`src/rtl/ram_dp_byte_enable.sv`:
```
// Simple dual-port RAM with per-byte write enables, 1- or 2-clock registered read,
// selectable read-during-write behaviour and an optional post-reset clear sequencer.
module ram_dp_byte_enable #(
    parameter int unsigned ADDRESS_WIDTH  = 4,
    parameter int unsigned DATA_WIDTH     = 8,
    parameter int unsigned READ_LATENCY   = 1,
    parameter int unsigned WRITE_FIRST    = 0,
    parameter int unsigned CLEAR_ON_RESET = 1
) (
    input  logic                      Clock,
    input  logic                      Reset,
    output logic                      Ready_o,
    input  logic                      WriteEnable_i,
    input  logic [ADDRESS_WIDTH-1:0]  WriteAddress_i,
    input  logic [DATA_WIDTH/8-1:0]   ByteEnable_i,
    input  logic [DATA_WIDTH-1:0]     Data_i,
    input  logic                      ReadEnable_i,
    input  logic [ADDRESS_WIDTH-1:0]  ReadAddress_i,
    output logic [DATA_WIDTH-1:0]     Data_o,
    output logic                      DataValid_o
);

    localparam int unsigned DEPTH = 1 << ADDRESS_WIDTH;
    localparam int unsigned LANES = DATA_WIDTH / 8;
    localparam logic [ADDRESS_WIDTH:0] CLEAR_LAST = (ADDRESS_WIDTH + 1)'(DEPTH - 1);

    localparam logic ST_CLEAR = 1'b0;
    localparam logic ST_READY = 1'b1;
    localparam logic ST_INIT  = (CLEAR_ON_RESET != 0) ? ST_CLEAR : ST_READY;

    logic [DATA_WIDTH-1:0]  r_mem [DEPTH];
    logic                   r_state;
    logic                   r_ready;
    logic [ADDRESS_WIDTH:0] r_clear_cnt;
    logic                   r_valid;
    logic [DATA_WIDTH-1:0]  r_data;

    logic                   w_clear_we;
    logic                   w_wr_accept;
    logic                   w_rd_accept;
    logic [DATA_WIDTH-1:0]  w_wr_merged;
    logic [DATA_WIDTH-1:0]  w_rd_word;
    logic                   w_out_valid;
    logic [DATA_WIDTH-1:0]  w_out_data;

    assign w_clear_we  = (r_state == ST_CLEAR);
    assign w_wr_accept = WriteEnable_i && r_ready;
    assign w_rd_accept = ReadEnable_i && r_ready;

    always_ff @(posedge Clock or negedge Reset) begin
        if (!Reset) begin
            r_state     <= ST_INIT;
            r_ready     <= 1'b0;
            r_clear_cnt <= '0;
        end else if (r_state == ST_CLEAR) begin
            r_clear_cnt <= r_clear_cnt + 1'b1;
            if (r_clear_cnt == CLEAR_LAST) begin
                r_state <= ST_READY;
                r_ready <= 1'b1;
            end
        end else begin
            r_ready <= 1'b1;
        end
    end

    always_comb begin
        w_wr_merged = r_mem[WriteAddress_i];
        for (int k = 0; k < LANES; k++) begin
            if (ByteEnable_i[k]) begin
                w_wr_merged[8*k +: 8] = Data_i[8*k +: 8];
            end
        end
    end

    // Array has no reset; only the clear sequencer or accepted writes change it.
    always_ff @(posedge Clock) begin
        if (w_clear_we) begin
            r_mem[r_clear_cnt[ADDRESS_WIDTH-1:0]] <= '0;
        end else if (w_wr_accept) begin
            r_mem[WriteAddress_i] <= w_wr_merged;
        end
    end

    always_comb begin
        w_rd_word = r_mem[ReadAddress_i];
        if ((WRITE_FIRST != 0) && w_wr_accept && (WriteAddress_i == ReadAddress_i)) begin
            w_rd_word = w_wr_merged;
        end
    end

    generate
        if (READ_LATENCY == 2) begin : g_lat2
            logic                  r_s1_valid;
            logic [DATA_WIDTH-1:0] r_s1_data;

            always_ff @(posedge Clock or negedge Reset) begin
                if (!Reset) begin
                    r_s1_valid <= 1'b0;
                    r_s1_data  <= '0;
                end else begin
                    r_s1_valid <= w_rd_accept;
                    if (w_rd_accept) begin
                        r_s1_data <= w_rd_word;
                    end
                end
            end

            assign w_out_valid = r_s1_valid;
            assign w_out_data  = r_s1_data;
        end else begin : g_lat1
            assign w_out_valid = w_rd_accept;
            assign w_out_data  = w_rd_word;
        end
    endgenerate

    // Data_o holds its last value when no result is due.
    always_ff @(posedge Clock or negedge Reset) begin
        if (!Reset) begin
            r_valid <= 1'b0;
            r_data  <= '0;
        end else begin
            r_valid <= w_out_valid;
            if (w_out_valid) begin
                r_data <= w_out_data;
            end
        end
    end

    assign Ready_o     = r_ready;
    assign DataValid_o = r_valid;
    assign Data_o      = r_data;

endmodule

```
`config.mk`:
```
export PLATFORM = sky130hd
export DESIGN_NAME = ram_dp_byte_enable
export DESIGN_NICKNAME = d
export VERILOG_FILES = /design/src/rtl/ram_dp_byte_enable.sv
export SDC_FILE = /design/constraint.sdc
export NUM_CORES = 1
export LEC_CHECK = 0
export ABC_AREA = 1
export CAP_MARGIN = 0
export CORE_MARGIN = 2
export CORE_UTILIZATION = 54
export DETAILED_ROUTE_END_ITERATION = 7
export DONT_BUFFER_PORTS = 1
export PLACE_DENSITY = 0.69
export REMOVE_ABC_BUFFERS = 1
export SLEW_MARGIN = 0
export SYNTH_ARGS = -nofsm -noshare
export SYNTH_HDL_FRONTEND = slang
export SYNTH_SLANG_ARGS = --single-unit
```
`constraint.sdc`:
```
create_clock -name Clock -period 4.7 [get_ports Clock]
set_input_delay 0.94 -clock Clock [delete_from_list [all_inputs] [get_ports Clock]]
set_output_delay 0.94 -clock Clock [all_outputs]
set_load 0.005 [all_outputs]
```
* Word-level counts from Yosys, hierarchy flattened
Memory sizes are Yosys's and may differ from the RTL's. A register that Yosys moved wholly into a read port is not among the register bits.
Cells that the tools add are included.
** Word-level totals
- Register bits after elaboration :: 8
- Bits in writable memories :: 128
- Logic and storage cells :: 26
- Memories :: 1
** Memory list
- r_mem :: words 16, bits a word 8, rd ports 1, clocked after memory_dff 1, wr ports 1, line 31 : logic [DATA_WIDTH-1:0] r_mem [DEPTH];
** Operators by class
- $add $sub $neg :: 1
- Equal/unequal tests :: 2
- Muxes and demuxes :: 12
- Reduce and logical (&&, ||, !) cells :: 6
** Operator list (count)
- $mux W8 :: 2
- $mux W1 :: 9
- $reduce_or A8 Y1 :: 1
- $add A5 B1 Y5 const B :: 1
- $eq A5 B4 Y1 const B :: 1
- $mux W4 :: 1
- $logic_and A1 B1 Y1 :: 2
- $reduce_and A2 Y1 :: 1
- $reduce_bool A2 Y1 :: 1
- $logic_not A1 Y1 :: 1
- $ne A1 B1 Y1 const B :: 1

* Logic depth before layout (Yosys ltp)
Gate-level depths: netlist of run 1.
- Depth after elaboration :: 7
- Depth in mapped cells :: 10
- Mapped depth without buffers :: 9

* Worst setup path before layout of run 1
Ideal clock, no wire load.
- Path kind :: input port to flip-flop
- Start :: in WriteEnable_i
- End :: mem r_mem[13][0] (enable)
- Setup time :: 370 ps
- Arrival time :: 1912 ps
- Slack :: 2418 ps
- Cell stages on the path :: 6
- Cell sequence :: nand2_2 nor2_8 nor2_1 inv_2 nand3_1 nor2_1
** On the way
- Word-level cells in the longest chain between the ends :: 7
** Ends and longest elaborated chain
- from (decl) :: line 13 : input logic WriteEnable_i,
- $logic_and A1 B1 Y1 (*) :: line 47 : assign w_wr_accept = WriteEnable_i && r_ready;
- $mux W1 (*) :: line 79 : end else if (w_wr_accept) begin
- $mux W1 (*) :: line 77 : if (w_clear_we) begin
- $mux W1 (not written as such) (*) :: line 80 : r_mem[WriteAddress_i] <= w_wr_merged;
- $reduce_and A2 Y1 (no source line) (*)
- $reduce_or A8 Y1 (no source line)
- $mux W4 (no source line) or $mux W1 (tied branches)
- to (decl) :: line 31
Every way passes the cells marked *; elsewhere a longest branch is shown, timed or not.

* Worst setup path after layout of run 1
- Start :: reg r_state
- End :: mem r_mem[7][4] (data pin)
** On the way
- Word-level cells in the longest chain between the ends :: 5
** Ends and longest elaborated chain
- from (decl) :: line 32 : logic r_state;
- from (signal assigned) :: line 52 : r_state <= ST_INIT;
- from (signal assigned) :: line 58 : r_state <= ST_READY;
- $mux W1 :: line 77
- $mux W1 (not written as such) :: line 80
- $reduce_and A2 Y1 (no source line)
- $reduce_or A8 Y1 (no source line)
- $mux W8 (no source line)
No other way between the ends.

==> implementation parameters, run 1 <==
Parameter                              Value

STA
  Maximum clock frequency ... 0.425 GHz
  Final setup violating endpoints ... 0
  Final critical-path share of the clock period ... 50.1%
  Tmin final ... 2.35 ns
  Hold Violations, Final ... 0
  Skew final ... 0.00758 ns
  Setup total negative slack ... 0 ns
  Relative slew slack ... 14.6%
  Unrepaired setup endpoints after global routing ... no
  Pin slew with the least headroom to its limit ... 1.28 ns
  Number of pins with negative max-slew slack in the final report ... 0

Global route
  Global routing usage summed across all routing layers ... 24.3%
  Via count of the first global-routing pass ... 3714
  Overall overflow remaining after global route ... 0
  Number of antenna violations at the first check in global routing ... 0
  First-pass GRT wire length ... 20.8 mm
  Largest net degree at the start of global routing ... 66

Synthesis
  Synthesized flop and latch total ... 144
  Share of async-settable or async-resettable flops after synthesis ... 11.1%
  Post-synth cell types ... 25
  Count of synthesis-stage warnings from yosys ... 0
  Most area-consuming cells after synthesis ... edfxtp_1 (63%), nand2_1 (13%), nand3_1 (8.2%)
  Commonest cells in the synthesized netlist ... nand2_1 (205), edfxtp_1 (128), nand3_1 (100)
  Register area share after synthesis ... 69.6%
  Share of Yosys cell area claimed by the top area cell type ... 63.1%
  Most used standard cell by instance count after synthesis ... nand2_1
  Area leader, netlist ... edfxtp_1
  Flip-flop cell with the highest count after synthesis ... edfxtp_1
  Synth Area per Inst ... 11.2 µm²
  Post-Synthesis Cell Area ... 0.00609 mm²
  Number of synthesized flops with an enable pin ... 128
  Number of instances in the synthesized netlist ... 545

Run
  Number of maximum-capacitance constraint violations ... 0

Die
  Top-Level Pins ... 31
  Initial Utilization ... 55.7%
  Site row count ... 38
  Die extent in y ... 110 µm
  Die outline area ... 0.0122 mm²
  Width of the die ... 110 µm
  Core footprint ... 0.0109 mm²

Layout
  Filler-free cell count of the finished design ... 695
  Fin nets ... 565
  Signed area change from the synthesized netlist to the final layout ... 9.73%
  Number of antenna repair diodes ... 0
  Fraction of layout instances using a drive strength above 1 ... 8.65%

Place
  DPL Wire Length ... 8.19 mm
  Routability congestion estimate ... 0.796
  Number of port buffers ... 0
  Number of placed instances with taps included ... 663

Worst setup path
  Critical path start-end classification ... flip-flop to flip-flop
  Cells along the critical path ... nand2_4, nor2_8, inv_1, nor2_1
  Largest incremental delay on the critical path ... 0.99 ns
  Category of the worst setup path launch point ... flip-flop
  Critical Path Sink Type ... flip-flop
  Critical Path AT ... 2.40 ns
  Worst Path Buf+Inv ... 1
  Cell family contributing the most delay on the critical path ... simple AND/OR/NAND/NOR gates
  Critical path peak fanout ... 16
  Critical path required time ... 4.74 ns
  Highest-delay cell along the critical path ... nor2_1

Route
  Detailed-route via count ... 3931
  Wire length per cell ... 19.6 µm
  Starting DRC count in detailed routing ... 492
  Remaining number of nets flagged by the antenna check after routing ... 0
  Total Routed Length ... 13.6 mm
  Vias per std cell ... 5.66
  First drt pass iteration count ... 5
  Count of unresolved DRC violations after routing ... 0

Worst hold path
  Hold Crit Class ... input pin to asynchronous set/reset pin

Power
  Share of total power in sequential cells ... 48.9%
  Net switching share of the total power ... 21.3%
  Power Density ... 430 mW/mm²
  Internal Dissipation ... 2.26 mW
  Part of the power in the clock network ... 47.0%
  Combinational power share ... 4.0%
  Largest vdd supply drop ... 0.000222 V
  Sw power ... 0.613 mW
  Leakage power total ... 2.76 nW

Clocking
  Source-to-sink clock delay at the later pin of the worst-skew pair ... 0.43 ns
  CTS tree ... done
  Post-cts repair resize count ... 0
  Clock buffer depth ... 2
  Number of buffers created by CTS ... 17
  Clock transition at path regs ... 0.06 ns
  H-tree depth reported by CTS ... 4
  CTS hold repair buffers ... 0
  Setup fix buffers added after clock tree synthesis ... 0
  Clock net sink count ... 144
  Buffer type at the clock tree root ... clkbuf_16

Status
  Outcome ... finished, final reports clean
==> power groups by stage <==
stage	clock, mW	combinational (mW)	sequential [mW]
after floorplan	0	0.0783	1.43
after global placement	0	0.113	1.43
after detailed placement	0	0.115	1.43
after CTS	1.36	0.116	1.41
after global routing	1.42	0.130	1.41
final	1.35	0.116	1.41
==> cell type report <==
class | count | area, µm²
fillers | 869 | 4250
clock buffers | 18 | 429
well taps | 140 | 175
clock inverters | 14 | 163
flip-flops and latches | 144 | 4240
multi-input cells | 349 | 1550
repair buffers | 3 | 22.5
inverters | 27 | 101
==> layer usage <==
metal / GRT usage (%) / share of wire (%) / vias up / routed length (µm)
li1: - / - / 1842 / -
met1: 36.2 / 45 / 1896 / 6090
met2: 35.7 / 46 / 171 / 6320
met3: 5.41 / 7.4 / 22 / 1010
met4: 7.95 / 1.4 / 0 / 192
met5: 0 / 0 / - / 0
==> metrics by stage <==
stage	utilization (%)	worst slack [ns]	area [µm²]	hold WS, ns	power (mW)
floorplan	-	2.42	5900	0.453	1.51
global placement	55.7	1.99	6100	0.469	1.55
detailed placement	55.7	1.96	6100	0.495	1.55
CTS	61.2	2.38	6690	0.198	2.88
global route	61.2	2.17	6690	0.192	2.96
finish	61.2	2.35	6690	0.201	2.88
==> flip-flops by register name, summed over array words and instances (netlist names) <==
signal / cells
DataValid_o: 1
Data_o: 8
Ready_o: 1
r_clear_cnt: 5
r_mem: 128
r_state: 1
==> kinds of logic (layout without fill, tap and decap cells) <==
logic type / after synthesis / after routing / synth area share [%]
buffers and inverters: 52 / 62 / 4.89
DFF: 144 / 144 / 69.6
AOI/OAI and AO/OA: 5 / 5 / 0.657
and+or+nand+nor: 339 / 339 / 24.0
xor gates and xnor gates: 3 / 3 / 0.431
adders and majority gates: 2 / 2 / 0.411
==> final timing paths <==
path | startpoint | to | slack [ns] | cells after the start
setup / recovery | r_state | r_mem[7][4] | 2.35 | 4
hold reg to reg | r_clear_cnt[4] | r_clear_cnt[4] | 0.51 | 2
setup reg to reg | r_state | r_mem[7][4] | 2.35 | 4
min in group Clock | r_clear_cnt[4] | r_clear_cnt[4] | 0.51 | 2
max in group asynchronous | Reset | r_clear_cnt[0] | 4.42 | 0
hold / removal | Reset | DataValid_o | 0.20 | 0
==> placed cells by master, fill, tap and decap left out, drive strengths merged <==
| master | n |
|---|---|
| or2 | 1 |
| nor3 | 4 |
| xor2 | 1 |
| nand3 | 100 |
| edfxtp | 128 |
| nand2 | 209 |
| clkinv | 8 |
| buf | 3 |
| bufinv | 3 |
| and3 | 1 |
| ha | 2 |
| dfrtp | 16 |
| clkinvlp | 2 |
| nand4 | 1 |
| clkbuf | 18 |
| nor2 | 23 |
| o21ai | 5 |
| inv | 28 |
| xnor2 | 2 |
Note: power is estimated with default switching activity, not from simulation.
==> run 2, diff against run 1 <==
==> constraint.sdc (replaced) <==
create_clock -name Clock -period 2.4 [get_ports Clock]
set_input_delay 0.48 -clock Clock [delete_from_list [all_inputs] [get_ports Clock]]
set_output_delay 0.48 -clock Clock [all_outputs]
set_load 0.005 [all_outputs]
==> run 2 against run 1 <==
Compared with the run above: total power up 95%; flip-flop and latch count stayed put; combinational power is 120% higher; sequential power up 96%; non-clock buffer count increased by 25; via count rose by 2.1%; register-to-register slack lost 1.9 ns; sequential share of layout area down 1.8 points; die area unchanged; clock-buffer cell count rose by 3; first-iteration DRC count fell by 15%; design area increased by 2.9%; largest power group unchanged.
==> implementation parameters, run 2 (synthesis results as in run 1) <==
Parameter                              Value

Status
  Outcome ... finished, final reports clean

Layout
  Register Area ... 0.00424 mm²
  Fraction of layout instances using a drive strength above 1 ... 12.6%
  Most common library cell in the layout ignoring fill and taps ... nand2_1
  Filler cell count in the final layout ... 833
  Signed area change from the synthesized netlist to the final layout ... 12.9%
  Most flops, register ... r_mem
  Most used cells in the layout excluding fill and tap cells ... nand2_1 (205), edfxtp_1 (128), nand3_1 (100)
  Fin nets ... 590
  Max FFs per register ... 128
  Number of antenna repair diodes ... 0
  Area of the multi-input gates ... 0.00155 mm²

Clocking
  Clock buffer depth ... 2
  H-tree depth reported by CTS ... 4
  CTS tree ... done
  Clock transition at path regs ... 0.06 ns
  Source-to-sink clock delay at the later pin of the worst-skew pair ... 0.41 ns
  Number of buffers created by CTS ... 17
  Setup fix buffers added after clock tree synthesis ... 0
  Clock net sink count ... 144
  Buffer type at the clock tree root ... clkbuf_16

Worst setup path
  Critical Path AT ... 2.03 ns
  Cells along the critical path ... nand2_4, nor2_8, nand2_1, o21ai_2, nand2_2, nor3_2
  Cell family contributing the most delay on the critical path ... simple AND/OR/NAND/NOR gates
  Largest incremental delay on the critical path ... 0.50 ns
  Highest-delay cell along the critical path ... nor3_2
  Startpoint of the most critical register-to-register path ... r_state
  Worst Path Buf+Inv ... 0
  Category of the worst setup path launch point ... flip-flop
  Critical path start-end classification ... flip-flop to flip-flop
  Critical path required time ... 2.45 ns
  Beginning of the critical path ... r_state
  Critical path peak fanout ... 10
  Critical Path Sink Type ... flip-flop

STA
  Hold Violations, Final ... 0
  Worst hold slack across all endpoints ... 0.308 ns
  Final setup violating endpoints ... 0
  Pin slew with the least headroom to its limit ... 0.749 ns
  Tmin final ... 1.98 ns
  Skew final ... 0.0100 ns
  Relative slew slack ... 49.9%
  Maximum clock frequency ... 0.505 GHz
  Setup total negative slack ... 0 ns
  Final critical-path share of the clock period ... 82.5%
  Unrepaired setup endpoints after global routing ... no
  Number of pins with negative max-slew slack in the final report ... 0

Power
  Largest vdd supply drop ... 0.000551 V
  Sw power ... 1.23 mW
  Share of total power in sequential cells ... 49.2%
  Leakage power total ... 2.90 nW
  Net switching share of the total power ... 22.0%
  Internal Dissipation ... 4.37 mW
  Power Density ... 815 mW/mm²
  Part of the power in the clock network ... 46.3%
  Combinational power share ... 4.5%

Global route
  Via count of the first global-routing pass ... 3956
  Largest net degree at the start of global routing ... 66
  First-pass GRT wire length ... 21.2 mm
  Number of antenna violations at the first check in global routing ... 0
  Overall overflow remaining after global route ... 0
  Global routing usage summed across all routing layers ... 24.4%

Place
  DPL Wire Length ... 8.57 mm
  Routability congestion estimate ... 0.911
  Number of port buffers ... 0

Die
  Site row count ... 38
  Die outline area ... 0.0122 mm²
  Top-Level Pins ... 31
  Die extent in y ... 110 µm
  Core footprint ... 0.0109 mm²
  Initial Utilization ... 55.7%
  Width of the die ... 110 µm

Route
  Count of unresolved DRC violations after routing ... 0
  Vias per std cell ... 5.58
  Starting DRC count in detailed routing ... 417
  Total Routed Length ... 13.7 mm
  First drt pass iteration count ... 5
  Detailed-route via count ... 4015
  Remaining number of nets flagged by the antenna check after routing ... 0
  Wire length per cell ... 19.0 µm

Run
  Number of maximum-capacitance constraint violations ... 0

Worst hold path
  Source of the worst hold timing path ... ReadAddress_i[3]
  Hold Crit Class ... input pin to flip-flop
[run 2: worst paths after layout]
| check | to | slack [ns] | depth (start not counted) |
|---|---|---|---|
| max | r_mem[0][2] | 0.42 | 6 |
| min | Data_o[3] | 0.31 | 4 |
| max reg2reg | r_mem[0][2] | 0.42 | 6 |
| min reg2reg | r_clear_cnt[4] | 0.51 | 2 |
| max in group asynchronous | Data_o[5] | 1.35 | 1 |
| min in group asynchronous | DataValid_o | 0.57 | 1 |
[run 2: metrics by stage]
step                instances  utilization [%]  worst slack [ns]  power [mW]  cell area, µm²
floorplan                 520                -             0.578        2.96            5900
global placement          687             57.5             0.508        3.04            6290
detailed placement        687             57.5             0.439        3.05            6290
CTS                       720             62.9             0.417        5.61            6880
global route              720             62.9             0.255        5.76            6880
finish                    720             62.9             0.420        5.61            6880
[run 2: power by group through the flow]
stage	combinational, mW	sequential (mW)	clock, mW
after detailed placement	0.245	2.81	0
final	0.254	2.76	2.60
after global placement	0.238	2.81	0
after floorplan	0.153	2.80	0
after global routing	0.281	2.76	2.72
after CTS	0.253	2.76	2.60
[run 2: layout make-up]
| cell class | count | share of cell area [%] |
|---|---|---|
| Tap cell | 140 | 2.55 |
| Sequential cell | 144 | 61.7 |
| Inverter | 27 | 1.47 |
| Clock buffer | 21 | 7.02 |
| Multi-Input combinational cell | 349 | 22.6 |
| Timing Repair Buffer | 28 | 3.27 |
| Clock inverter | 11 | 1.45 |
[run 2: layer usage]
layer	vias up	GRT usage, %	share of wire [%]
li1	1892	-	-
met1	1933	34.1	41
met2	169	38.8	49
met3	21	5.23	8.7
met4	0	7.23	1.4
met5	-	0	0
[run 2: worst register-to-register path, delay by kind of cell (launching register included)]
family | cells | cell delay (ns)
compound gates | 1 | 0.11
flops | 1 | 0.49
simple gates | 5 | 1.01
[run 2: timing repair]
item | CTS | global route
endpoints found under the hold margin | 16 | 0
resized for setup | 0 | 0
setup endpoints to repair | 0 | 0
hold buffers | 1 | 0
==> run 3, diff against run 2 <==
==> constraint.sdc (replaced) <==
create_clock -name Clock -period 2.1 [get_ports Clock]
set_input_delay 0.42 -clock Clock [delete_from_list [all_inputs] [get_ports Clock]]
set_output_delay 0.42 -clock Clock [all_outputs]
set_load 0.005 [all_outputs]
==> run 3 against run 2 <==
Compared with the run above: routed wire length down 2.6%; critical path depth up 2; fmax up 10%; flip-flop and latch count unchanged; sequential share of layout area up 0.20 points.
==> implementation parameters, run 3 (synthesis results as in run 1) <==
Parameter                              Value

Power
  Net switching share of the total power ... 22.1%
  Part of the power in the clock network ... 44.5%
  Sw power ... 1.37 mW
  Combinational power share ... 4.6%
  Design Power ... 6.19 mW
  Largest vdd supply drop ... 0.000506 V
  Internal Dissipation ... 4.83 mW
  Power Density ... 903 mW/mm²
  Leakage power total ... 2.87 nW
  Share of total power in sequential cells ... 50.8%

STA
  Setup total negative slack ... 0 ns
  Final critical-path share of the clock period ... 85.5%
  Unrepaired setup endpoints after global routing ... no
  Skew final ... 0.0101 ns
  Maximum clock frequency ... 0.557 GHz
  Tmin final ... 1.79 ns
  Final setup violating endpoints ... 0
  Worst hold slack across all endpoints ... 0.246 ns
  Number of pins with negative max-slew slack in the final report ... 0
  Final worst slack ... 0.305 ns
  Relative slew slack ... 53.6%
  Hold Violations, Final ... 0
  Pin slew with the least headroom to its limit ... 0.694 ns

Route
  Vias per std cell ... 5.49
  Total Routed Length ... 13.3 mm
  Detailed-route via count ... 3958
  First drt pass iteration count ... 5
  Remaining number of nets flagged by the antenna check after routing ... 0
  Starting DRC count in detailed routing ... 342
  Count of unresolved DRC violations after routing ... 0
  Wire length per cell ... 18.4 µm

Layout
  Number of antenna repair diodes ... 0
  Signed area change from the synthesized netlist to the final layout ... 12.5%
  Layout Utilization ... 62.7%
  Fraction of layout instances using a drive strength above 1 ... 12.9%
  Fin nets ... 591
  Filler cell count in the final layout ... 879
  Filler-free cell count of the finished design ... 721
  Most flops, register ... r_mem
  Final instance area ... 0.00686 mm²
  Max FFs per register ... 128
  Most common library cell in the layout ignoring fill and taps ... nand2_1
  Most used cells in the layout excluding fill and tap cells ... nand2_1 (205), edfxtp_1 (128), nand3_1 (100)

Global route
  Number of antenna violations at the first check in global routing ... 0
  Global routing usage summed across all routing layers ... 23.5%
  Largest net degree at the start of global routing ... 66
  First-pass GRT wire length ... 20.0 mm
  Overall overflow remaining after global route ... 0
  Via count of the first global-routing pass ... 3740

Worst setup path
  Critical path start-end classification ... flip-flop to flip-flop
  Critical path required time ... 2.27 ns
  Beginning of the critical path ... r_state
  Startpoint of the most critical register-to-register path ... r_state
  Reg2Reg Depth ... 8
  Critical path peak fanout ... 10
  Destination of the worst register-to-register timing path ... r_mem[7][7]
  Worst reg2reg setup slack ... 0.31 ns
  Category of the worst setup path launch point ... flip-flop
  Critical Path AT ... 1.97 ns
  Crit path capture ... r_mem[7][7]
  Critical Path Sink Type ... flip-flop

Die
  Core footprint ... 0.0109 mm²
  Die outline area ... 0.0122 mm²
  Die extent in y ... 110 µm
  Site row count ... 38
  Width of the die ... 110 µm
  Top-Level Pins ... 31
  Initial Utilization ... 55.7%

Place
  Place WS ... 0.317 ns
  Number of port buffers ... 0
  Dpl cell area ... 0.00630 mm²
  Routability congestion estimate ... 0.835
  DPL Wire Length ... 8.42 mm
  Number of placed instances with taps included ... 688

Clocking
  Clock transition at path regs ... 0.06 ns
  Source-to-sink clock delay at the later pin of the worst-skew pair ... 0.42 ns
  CTS tree ... done
  Buffer type at the clock tree root ... clkbuf_16
  Setup fix buffers added after clock tree synthesis ... 0
  Number of buffers created by CTS ... 17
  H-tree depth reported by CTS ... 4
  Clock net sink count ... 144
  Clock buffer depth ... 2

Worst hold path
  Hold Crit Class ... input pin to flip-flop

Run
  Number of maximum-capacitance constraint violations ... 0

Status
  Outcome ... finished, final reports clean
## run 3: cell types whose count changed in the layout (fill, tap and decap cells not counted), sizes merged
| cell | before | now |
|---|---|---|
| bufinv | 1 | 0 |
| inv | 31 | 28 |
| clkinvlp | 0 | 5 |
| buf | 27 | 28 |
| clkinv | 6 | 5 |
## run 3: worst min-delay path by stage
stage / start / to / depth (start not counted)
2_1_floorplan: Reset / DataValid_o / 0
3_5_place_dp: Reset / Data_o[1] / 0
3_3_place_gp: Reset / DataValid_o / 0
6_report: ReadAddress_i[3] / Data_o[5] / 4
4_1_cts: ReadAddress_i[3] / Data_o[3] / 4
5_1_grt: ReadAddress_i[3] / Data_o[5] / 4
## run 3: timing repair
action,in CTS,in global routing
hold buffers,1,0
resized for setup,0,0
endpoints found under the hold margin,16,0
endpoints found under the setup margin,0,0
## run 3: power by group through the flow
stage                     sequential (mW)  combinational [mW]  clock [mW]
after floorplan                      3.20               0.175           0
after global placement               3.21               0.273           0
after detailed placement             3.21               0.278           0
after CTS                            3.15               0.287        2.78
after global routing                 3.15               0.316        2.90
final                                3.15               0.287        2.76
## run 3: cell type report
class | count | area, µm² | area share [%]
Clock buffer | 21 | 470 | 6.86
Clock inverter | 11 | 82.6 | 1.20
Inverter | 27 | 101 | 1.48
Multi-Input combinational cell | 349 | 1550 | 22.6
Sequential cell | 144 | 4240 | 61.9
Tap cell | 140 | 175 | 2.55
Timing Repair Buffer | 29 | 233 | 3.39
## run 3: critical path, cell delays in order, from the launching register on
cell	delay (ns)
dfrtp_1	0.48
nand2_4	0.10
nor2_8	0.17
nand2_1	0.10
o21ai_2	0.11
inv_1	0.12
nand2_1	0.21
nor2_1	0.09
buf_4	0.18
## run 3: per-layer routing
layer,part of all wire (%),vias up,global-route usage (%),wire (µm)
met5,0,-,0,0
met4,2.1,0,9.02,273
met3,7.6,23,5.82,1010
met2,48,163,37.2,6440
met1,42,1880,31.6,5580
li1,-,1892,-,-
